File: src/rtl/avmm_bridge_pkg.sv
// Shared types and helpers for the Avalon-MM timeout bridge.
`timescale 1ns/1ps
package avmm_bridge_pkg;

  typedef enum logic {
    RUN   = 1'b0,
    FLUSH = 1'b1
  } state_t;

  localparam logic [31:0] ERR_DATA_DEF = 32'hDEADBEEF;

  function automatic int clog2(input int v);
    int r;
    r = 0;
    while ((1 << r) < v) r++;
    return r;
  endfunction

endpackage

File: src/rtl/avmm_stall_timer.sv
// Counts consecutive stall cycles; expire pulses on the cycle the count
// would reach TIMEOUT, and the count restarts from zero.
`timescale 1ns/1ps
module avmm_stall_timer
  import avmm_bridge_pkg::*;
#(
  parameter int TIMEOUT = 1024
) (
  input  logic clk,
  input  logic rst_n,
  input  logic inc,
  input  logic clr,
  output logic expire
);

  localparam int CW = clog2(TIMEOUT);

  logic [CW-1:0] cnt;

  assign expire = inc && (cnt == CW'(TIMEOUT - 1));

  always_ff @(posedge clk) begin
    if (!rst_n)              cnt <= '0;
    else if (clr || expire)  cnt <= '0;
    else if (inc)            cnt <= cnt + 1'b1;
  end

endmodule

File: src/rtl/avmm_timeout_bridge.sv
// Avalon-MM pass-through that aborts stalled downstream traffic: on timeout
// it answers every outstanding read with ERR_DATA and drops the late replies.
`timescale 1ns/1ps
module avmm_timeout_bridge
  import avmm_bridge_pkg::*;
#(
  parameter int ADDR_W   = 22,
  parameter int DATA_W   = 32,
  parameter int MAX_PEND = 4,
  parameter int TIMEOUT  = 1024,
  parameter logic [DATA_W-1:0] ERR_DATA = DATA_W'(ERR_DATA_DEF)
) (
  input  logic                clk_clk,
  input  logic                rst_clk_reset_n,
  input  logic [ADDR_W-1:0]   s_address,
  input  logic                s_read,
  input  logic                s_write,
  input  logic [DATA_W-1:0]   s_writedata,
  input  logic [DATA_W/8-1:0] s_byteenable,
  output logic                s_waitrequest,
  output logic [DATA_W-1:0]   s_readdata,
  output logic                s_readdatavalid,
  output logic [ADDR_W-1:0]   m_address,
  output logic                m_read,
  output logic                m_write,
  output logic [DATA_W-1:0]   m_writedata,
  output logic [DATA_W/8-1:0] m_byteenable,
  input  logic                m_waitrequest,
  input  logic [DATA_W-1:0]   m_readdata,
  input  logic                m_readdatavalid,
  input  logic                err_clear,
  output logic                err_irq,
  output logic [7:0]          err_count
);

  localparam int PW = clog2(MAX_PEND + 1);

  state_t        state, state_nx;
  logic [PW-1:0] pend, pend_nx, drop, drop_nx;
  logic          run, blocked, acc, fwd, stall_inc, expire;

  assign run     = (state == RUN);
  // Late replies from an aborted burst must drain before new traffic goes out.
  assign blocked = (s_read && pend == PW'(MAX_PEND)) || (drop != '0);

  assign m_address     = s_address;
  assign m_writedata   = s_writedata;
  assign m_byteenable  = s_byteenable;
  assign m_read        = run && s_read  && !blocked;
  assign m_write       = run && s_write && !blocked;
  assign s_waitrequest = !run || blocked || m_waitrequest;

  assign acc       = m_read && !m_waitrequest;
  assign fwd       = run && m_readdatavalid && (drop == '0);
  assign stall_inc = run && (((m_read || m_write) && m_waitrequest) ||
                             (pend != '0 && !m_readdatavalid));

  avmm_stall_timer #(.TIMEOUT(TIMEOUT)) u_timer (
    .clk    (clk_clk),
    .rst_n  (rst_clk_reset_n),
    .inc    (stall_inc),
    .clr    (!stall_inc),
    .expire (expire)
  );

  always_comb begin
    state_nx        = state;
    pend_nx         = pend;
    drop_nx         = drop;
    s_readdatavalid = 1'b0;
    s_readdata      = '0;
    if (m_readdatavalid && drop != '0) drop_nx = drop - 1'b1;
    case (state)
      RUN: begin
        if (acc && !fwd)      pend_nx = pend + 1'b1;
        else if (!acc && fwd) pend_nx = pend - 1'b1;
        if (fwd) begin
          s_readdatavalid = 1'b1;
          s_readdata      = m_readdata;
        end
        // A read accepted in the expiring cycle is owed an error reply too.
        if (expire) begin
          state_nx = FLUSH;
          drop_nx  = pend_nx;
        end
      end
      FLUSH: begin
        if (pend != '0) begin
          pend_nx         = pend - 1'b1;
          s_readdatavalid = 1'b1;
          s_readdata      = ERR_DATA;
        end
        if (pend <= PW'(1)) state_nx = RUN;
      end
      default: state_nx = RUN;
    endcase
    if (!rst_clk_reset_n) begin
      s_readdatavalid = 1'b0;
      s_readdata      = '0;
    end
  end

  always_ff @(posedge clk_clk) begin
    if (!rst_clk_reset_n) begin
      state     <= RUN;
      pend      <= '0;
      drop      <= '0;
      err_irq   <= 1'b0;
      err_count <= '0;
    end else begin
      state <= state_nx;
      pend  <= pend_nx;
      drop  <= drop_nx;
      if (expire)         err_irq <= 1'b1;
      else if (err_clear) err_irq <= 1'b0;
      if (expire && err_count != 8'hFF) err_count <= err_count + 8'd1;
    end
  end

endmodule
File: config.mk
export PLATFORM = sky130hd
export DESIGN_NAME = avmm_timeout_bridge
export DESIGN_NICKNAME = d
export VERILOG_FILES = /design/src/rtl/avmm_bridge_pkg.sv /design/src/rtl/avmm_stall_timer.sv /design/src/rtl/avmm_timeout_bridge.sv
export SDC_FILE = /design/constraint.sdc
export NUM_CORES = 1
export LEC_CHECK = 0
export CAP_MARGIN = 20
export CORE_UTILIZATION = 30
export DETAILED_ROUTE_END_ITERATION = 16
export PLACE_DENSITY = 0.76
export SYNTH_ARGS = -nofsm -noshare
export SYNTH_HDL_FRONTEND = slang
export SYNTH_HIERARCHICAL = 1
export SYNTH_SLANG_ARGS = --single-unit
File: constraint.sdc
create_clock -name clk_clk -period 5.5 [get_ports clk_clk]
set_input_delay 1.65 -clock clk_clk [delete_from_list [all_inputs] [get_ports clk_clk]]
set_output_delay 1.65 -clock clk_clk [all_outputs]
set_load 0.005 [all_outputs]
# ---- Yosys cells after proc, flatten, opt, wreduce, memory -nomap -nowiden
# Index checks and enable logic that the tools add are counted.
# Widths: inputs -> output; s select.
dict set report word_totals {
  regBits 26
  elab_cells 71
}
dict set report op_classes {
  n_addsub 5
  order_cmp 1
  n_eq_ne 4
  n_mux 20
  n_bitwise 2
  reduce_logical 33
}
# operator n
set ops {}
lappend ops {{$mux 32} 3}
lappend ops {{$pmux 32 s2} 1}
lappend ops {{$mux 3} 6}
lappend ops {{$logic_and 1x1->1} 16}
lappend ops {{$add 10x1->10 const B} 1}
lappend ops {{$eq 10x10->1 const B} 1}
lappend ops {{$add 8x1->8 const B} 1}
lappend ops {{$ne 8x8->1 const B} 1}
lappend ops {{$mux 1} 7}
lappend ops {{$logic_not 1->1} 6}
lappend ops {{$logic_or 1x1->1} 6}
lappend ops {{$pmux 3 s2} 1}
lappend ops {{$reduce_bool 3->1} 2}
lappend ops {{$sub 3x1->3 const B} 2}
lappend ops {{$pmux 1 s2} 2}
lappend ops {{$add 3x1->3 const B} 1}
lappend ops {{$eq 3x3->1 const B} 1}
lappend ops {{$le 3x1->1 const B} 1}
lappend ops {{$logic_not 3->1} 1}
lappend ops {{$ne 2x1->1 const B} 1}
lappend ops {{$not 1->1} 2}
lappend ops {{$reduce_bool 2->1} 1}
lappend ops {{$reduce_or 2->1} 1}

# ---- Logic depth before layout (Yosys ltp)
# Gate-level depths: netlist (run 1).
dict set report logic_depth {
  word_depth 12
  ltp_mapped 14
  mapped_depth_nobuf 13
}

# ---- Modules after synthesis
# The synthesis (run 1) kept the hierarchy.
# module n_inst cells_each area_per_inst_um2 seq_area_each_um2
set modules_own_cells {}
lappend modules_own_cells {avmm_timeout_bridge 1 240 1714.1 320.3}
lappend modules_own_cells {avmm_stall_timer 1 53 475.5 200.2}

# ---- Worst setup path after synthesis (run 1)
# Ideal clock, no wire load.
dict set report synth_path {
  kind {input-to-output}
  startpoint {input m_readdatavalid}
  endpoint {output s_readdata[18]}
  arrival_time_ps 2467
  required_time_ps 3850
  slack_ps 1383
  path_stages 5
  path_buffers 1
  cell_sequence {nand4bb_2 > nand2_1 > nand2_1 > clkbuf_1 > nor2_1}
}
dict set report synth_between {
  elab_chain_cells 5
}
# element line_no
set synth_rtl {}
lappend synth_rtl {{start, declared} avmm_timeout_bridge.sv:30} ;# input logic m_readdatavalid,
lappend synth_rtl {{$logic_and 1x1->1 (2 in series)} avmm_timeout_bridge.sv:54} ;# assign fwd = run && m_readdatavalid && (drop == '0);
lappend synth_rtl {{$mux 32} avmm_timeout_bridge.sv:77} ;# if (fwd) begin
lappend synth_rtl {{$pmux 32 s2} avmm_timeout_bridge.sv:73} ;# case (state)
lappend synth_rtl {{$mux 32} avmm_timeout_bridge.sv:97} ;# if (!rst_clk_reset_n) begin
lappend synth_rtl {{end, declared} avmm_timeout_bridge.sv:21} ;# output logic [DATA_W-1:0] s_readdata,
# Every way passes these cells.

# ---- Worst setup path in the final report (run 1)
dict set report layout_path {
  startpoint {input m_readdatavalid}
  endpoint {output s_readdata[9]}
}
# Same word-level chain as after synthesis.

==> results of run 1 <==
==> layout by cell type (no fill, tap or decap), drive strengths merged, types with 2 or more instances in the layout <==
cell / instances
clkdlybuf4s50: 83
nor2: 59
dfxtp: 26
nand2: 15
and2: 13
nand3: 13
o21ai: 11
xor2: 8
a21oi: 7
ha: 7
inv: 7
nor2b: 5
nand4: 5
xnor2: 5
buf: 5
and3: 4
mux2i: 4
or3: 4
a21boi: 4
nand2b: 3
nand3b: 3
nor3: 3
clkbuf: 3
o31ai: 3
o21a: 2
o211ai: 2
or4: 2
==> state kept, by name, indices dropped and copies added, names as in the netlist <==
| register | flops |
|---|---|
| drop | 3 |
| err_count | 8 |
| err_irq | 1 |
| pend | 3 |
| state | 1 |
| u_timer/cnt | 10 |
==> final cells by class <==
cell class	count	area [um2]
fillers	709	4170
multi-input cells	193	1160
clock buffers	3	41.3
inverters	7	26.3
repair buffers	88	868
flip-flops and latches	26	520
well taps	96	120
==> cell families (layout without fill, tap and decap cells) <==
logic type	Yosys count	in the layout	synth area share
buffers and inverters	74	98	0.231
adders and majority gates	7	7	0.0400
and+or+nand+nor	136	136	0.316
xor gates and xnor gates	13	13	0.0606
AOI/OAI and AO/OA	33	33	0.0960
DFF	26	26	0.238
muxes	4	4	0.0183
==> metrics by stage <==
stage          setup WS [ps]  cell area, um2  instances
6_report                 469            2740        413
5_1_grt                  345            2740        413
4_1_cts                  440            2740        413
3_5_place_dp             435            2700        410
3_3_place_gp             467            2700        410
2_1_floorplan           1380            2190        293
==> power by group <==
| part | internal, W | total (W) | switching (W) | leakage, nW |
|---|---|---|---|---|
| clock | 0.0000491 | 0.000107 | 0.0000577 | 0.0216 |
| combinational | 0.0000691 | 0.000117 | 0.0000479 | 0.811 |
| sequential | 0.000192 | 0.000198 | 0.00000542 | 0.210 |
| total | 0.000311 | 0.000422 | 0.000111 | 1.04 |
==> final timing paths <==
kind | end | slack, ps
min reg2reg | u_timer/cnt[8] | 520
max reg2reg | err_count[7] | 2060
max | s_readdata[9] | 470
min | u_timer/cnt[8] | 520
==> routing by layer <==
metal  track usage  up-vias  routed length (um)
met3        0.0417       21                 384
met2         0.247       87                2640
met4        0.0477        0                 107
met1         0.152      862                2060
met5             0        -                   0
li1              -      962                   -
==> worst register-to-register path, cell delays in order, from the launching register on <==
cell	delay, ps
dfxtp_1	330
inv_1	80
ha_1	220
nor3b_4	310
and3_1	250
o21ai_1	90
o21a_1	150
nor2_1	350
nand3_1	320
nor3_1	350
o21ai_1	280
nor4_1	360
xor2_1	100
and2_1	160
==> impl_metrics.toml, run 1 <==
[cts]
cts-buffers-inserted = 3
ctsResizeCount = 0
ctsHoldBuffers = 0
cts_tree = "yes"
cts.sinks = 26
post_cts_buffers = 0
clk_latency_ps = 270
clk_path_buf_depth = 2
path_clk_slew_ps = 80
cts_root_buffer = "clkbuf_8"
h-tree-depth = 1

[sta]
setup_violations = 0
relSlewSlack = 0.609
max_freq_ghz = 0.199
hold_viol = 0
worst_pin_slew_ps = 583
fin_worst_skew_ps = 6.28
holdWs_ps = 516
finalCritPeriodShare = 0.915
setup_tns_ps = 0
min_period_ps = 5030
rsz0062_at_grt = "false"
report.final.slew_viol_count = 0

[synth]
synth_commonest_cells = "buf_4, nor2_1, dfxtp_1"
synth_seq_area_share = 0.238
syn_nets = 397
yosys_warnings = 6
synth-seq-cells = 26
ys.flop_type = "dfxtp_1"
yosys.area.top_type = "dfxtp_1"
synth_top_area_frac = 0.238
ys_async_sr_fraction = 0
ys_top_cells_by_area = "dfxtp_1, buf_4, nor2_1"
ys_types = 44
synth.cell_area_um2 = 2190
syn_area_per_cell_um2 = 7.47
syn_inst = 293
synth_edf_count = 0

[critical_path]
r2r_start = "drop[0]"
cp_cell_sequence = "clkdlybuf4s50_1 > nand4bb_2 > nand2_1 > nand2_1 > buf_4 > nor2_1 > clkdlybuf4s50_1"
crit_path_start_kind = "primary input"
max_stage_delay_ps = 570
cp-end-kind = "output port"
reg2regPathDepth = 13
crit_family = "buffers and inverters"
cp_max_fo = 25
cp_num_cells = 7
crit_slowest_cell = "clkdlybuf4s50_1"
cp.arrival_ps = 3380
worst-setup-path-type = "in2out"
crit_buf_inv = 3
worstPathRequired_ps = 3850
crit_start = "m_readdatavalid"

[power]
total_power_w = 0.000422
p_per_area_nw_per_um2 = 154
leakage_nw = 1.04
ir_drop_uv = 79.5

[floorplanning]
start_util = 0.317
placementRows = 30
die_area_um2 = 7640
pin_count = 200
core_um2 = 6910
die_h_um = 87.4
dieWidth_um = 87.4

[run_status]
status = "finished clean"

[global_routing]
grt_pass1_vias = 1766
grt_pass1_wl_um = 8380
grt_usage = 0.137
gr-total-overflow = 0
grt_antenna_before_repair = 0
grt_max_degree = 37

[finish]
drive_above_1_share = 0.0473
fin_nets = 423
final_core_util = 0.397
area_growth_pct = 25.1
n_antenna_cell = 0

[routing]
drt_pass1_iterations = 4
drc_errors = 0
via_per_inst = 4.68
drt_iter0_drc = 49
ant_nets = 0
routedWlPerCell_um = 12.6
routed_wl_um = 5190
vias = 1932

[hold_path]
min-delay-path-class = "reg2reg"
hp-start = "u_timer/cnt[8]"
holdPathStages = 2

[placed_design]
port_buffers = 83
place_congestion = 0.800
dp_hpwl_um = 4250

[flow_run]
max_cap_viol_count = 0
Note: power is estimated with default switching activity, not from simulation.
==> inputs of run 2 (changes only) <==
- CAP_MARGIN: 20 -> default
- clock period: 5.5 -> 5.8 ns (I/O delays scaled with it)
==> run 2 against run 1 <==
Wire length rose by 1.8%. Clock skew fell by 1.2 ps. Combinational power fell by 5%. Setup slack got worse by 100 ps. Worst hold slack improved by 2.5 ps. Utilization rose by 0.091 points. Register-to-register slack improved by 260 ps. Non-clock buffer count fell by 1. Global-route usage fell by 0.17 points. Cell count did not move. Sequential power fell by 6%. Flip-flop and latch count did not move. Critical endpoint is now s_readdata[1]. Largest power group unchanged.
==> impl_metrics.toml, run 2 (synthesis results as in run 1) <==
[global_routing]
grt_pass1_wl_um = 8280
grt_max_degree = 37
gr-total-overflow = 0
grt_pass1_vias = 1704
grt_usage = 0.136
grt_antenna_before_repair = 0

[finish]
largest_register_ffs = 10
final_area_um2 = 2750
reg_top3 = "u_timer/cnt: 10 flops, err_count: 8 flops"
regMostFlops = "u_timer/cnt"
fin_nets = 422
final_cell_mix = "clkdlybuf4s50_1, nor2_1, dfxtp_1"
n_antenna_cell = 0
area_growth_pct = 25.4
fillers = 717
drive_above_1_share = 0.0473
final_common_cell = "clkdlybuf4s50_1"

[hold_path]
hp-start = "u_timer/cnt[8]"
whs_endpoint = "u_timer/cnt[8]"
min-delay-path-class = "reg2reg"
holdPathStages = 2

[sta]
max_freq_ghz = 0.184
setup_violations = 0
hold_viol = 0
fin_worst_skew_ps = 5.03
setup_tns_ps = 0
finalCritPeriodShare = 0.937
relSlewSlack = 0.621
report.final.slew_viol_count = 0
rsz0062_at_grt = "false"
min_period_ps = 5430
worst_pin_slew_ps = 565

[placed_design]
port_buffers = 83
dp_hpwl_um = 4340
placed_area_um2 = 2690
place_congestion = 0.824

[critical_path]
reg2regPathDepth = 13
r2r-end = "err_count[7]"
crit_path_start_kind = "primary input"
cp_max_fo = 25
r2r_start = "drop[0]"
cp-end-kind = "output port"
cp.arrival_ps = 3690
r2r_slack_ps = 2320
worstPathRequired_ps = 4060
worst-setup-path-type = "in2out"

[flow_run]
max_cap_viol_count = 0

[cts]
ctsResizeCount = 0
h-tree-depth = 1
post_cts_buffers = 0
clk_latency_ps = 270
cts-buffers-inserted = 3
cts_tree = "yes"
ctsHoldBuffers = 0
cts.sinks = 26
path_clk_slew_ps = 80
cts_root_buffer = "clkbuf_8"
clk_path_buf_depth = 2

[floorplanning]
die_h_um = 87.4
placementRows = 30
dieWidth_um = 87.4
start_util = 0.317
pin_count = 200
die_area_um2 = 7640
core_um2 = 6910

[routing]
via_per_inst = 4.74
vias = 1956
drt_pass1_iterations = 4
routedWlPerCell_um = 12.8
drc_errors = 0
routed_wl_um = 5280
ant_nets = 0
drt_iter0_drc = 53

[power]
leakage_nw = 1.05
ir_drop_uv = 96.1
p_per_area_nw_per_um2 = 150

[run_status]
status = "finished clean"
-- run 2: cell types whose count changed in the layout (fill, tap and decap cells not counted) --
cell,previous run,this run
buf_4,5,4
clkbuf_8,3,4
-- run 2: worst max path at each step --
| stage | startpoint | endpoint | slack (ps) | cells past startpoint |
|---|---|---|---|---|
| 2_1_floorplan | m_readdatavalid | s_readdata[18] | 1500 | 5 |
| 3_3_place_gp | m_readdatavalid | s_readdata[1] | 410 | 7 |
| 3_5_place_dp | m_readdatavalid | s_readdata[1] | 380 | 7 |
| 4_1_cts | m_readdatavalid | s_readdata[1] | 380 | 7 |
| 5_1_grt | m_readdatavalid | s_readdata[1] | 270 | 7 |
| 6_report | m_readdatavalid | s_readdata[1] | 370 | 7 |
-- run 2: through the flow --
stage          worst slack (ps)  hold slack (ps)   util  total power [W]  instances
2_1_floorplan              1500              464      -         0.000276        293
3_3_place_gp                409              479  0.389         0.000301        409
3_5_place_dp                377              499  0.389         0.000303        409
4_1_cts                     376              516  0.397         0.000419        413
5_1_grt                     266              536  0.397         0.000438        413
6_report                    367              518  0.397         0.000413        413
-- run 2: critical path: stages --
cell and delay [ps]:
clkdlybuf4s50_1 580, nand4bb_2 270, nand2_1 120, nand2_1 60, buf_4 220, nor2_1 170, clkdlybuf4s50_1 530
-- run 2: layer usage --
metal / up-vias / routed length [um] / track usage
met3: 18 / 424 / 0.0398
li1: 955 / - / -
met4: 0 / 78 / 0.0328
met2: 92 / 2750 / 0.241
met5: - / 0 / 0
met1: 891 / 2030 / 0.159
-- run 2: where the power goes --
part | internal, W | switching (W) | total (W)
clock | 0.0000606 | 0.0000536 | 0.000114
sequential | 0.000183 | 0.00000498 | 0.000187
combinational | 0.0000652 | 0.0000462 | 0.000111
total | 0.000308 | 0.000105 | 0.000413
-- run 2: final cells by class --
class | count | area (um2) | share of cell area
Tap cell | 96 | 120 | 0.0438
Timing Repair Buffer | 87 | 861 | 0.314
Multi-Input combinational cell | 193 | 1160 | 0.423
Sequential cell | 26 | 520 | 0.190
Clock buffer | 4 | 55.1 | 0.0201
Inverter | 7 | 26.3 | 0.00957
==> inputs of run 3 (changes only) <==
- CTS_CLUSTER_DIAMETER: default -> 120
==> results of run 3 <==
No change in the layout: final DEF, timing and power equal those of run 2.
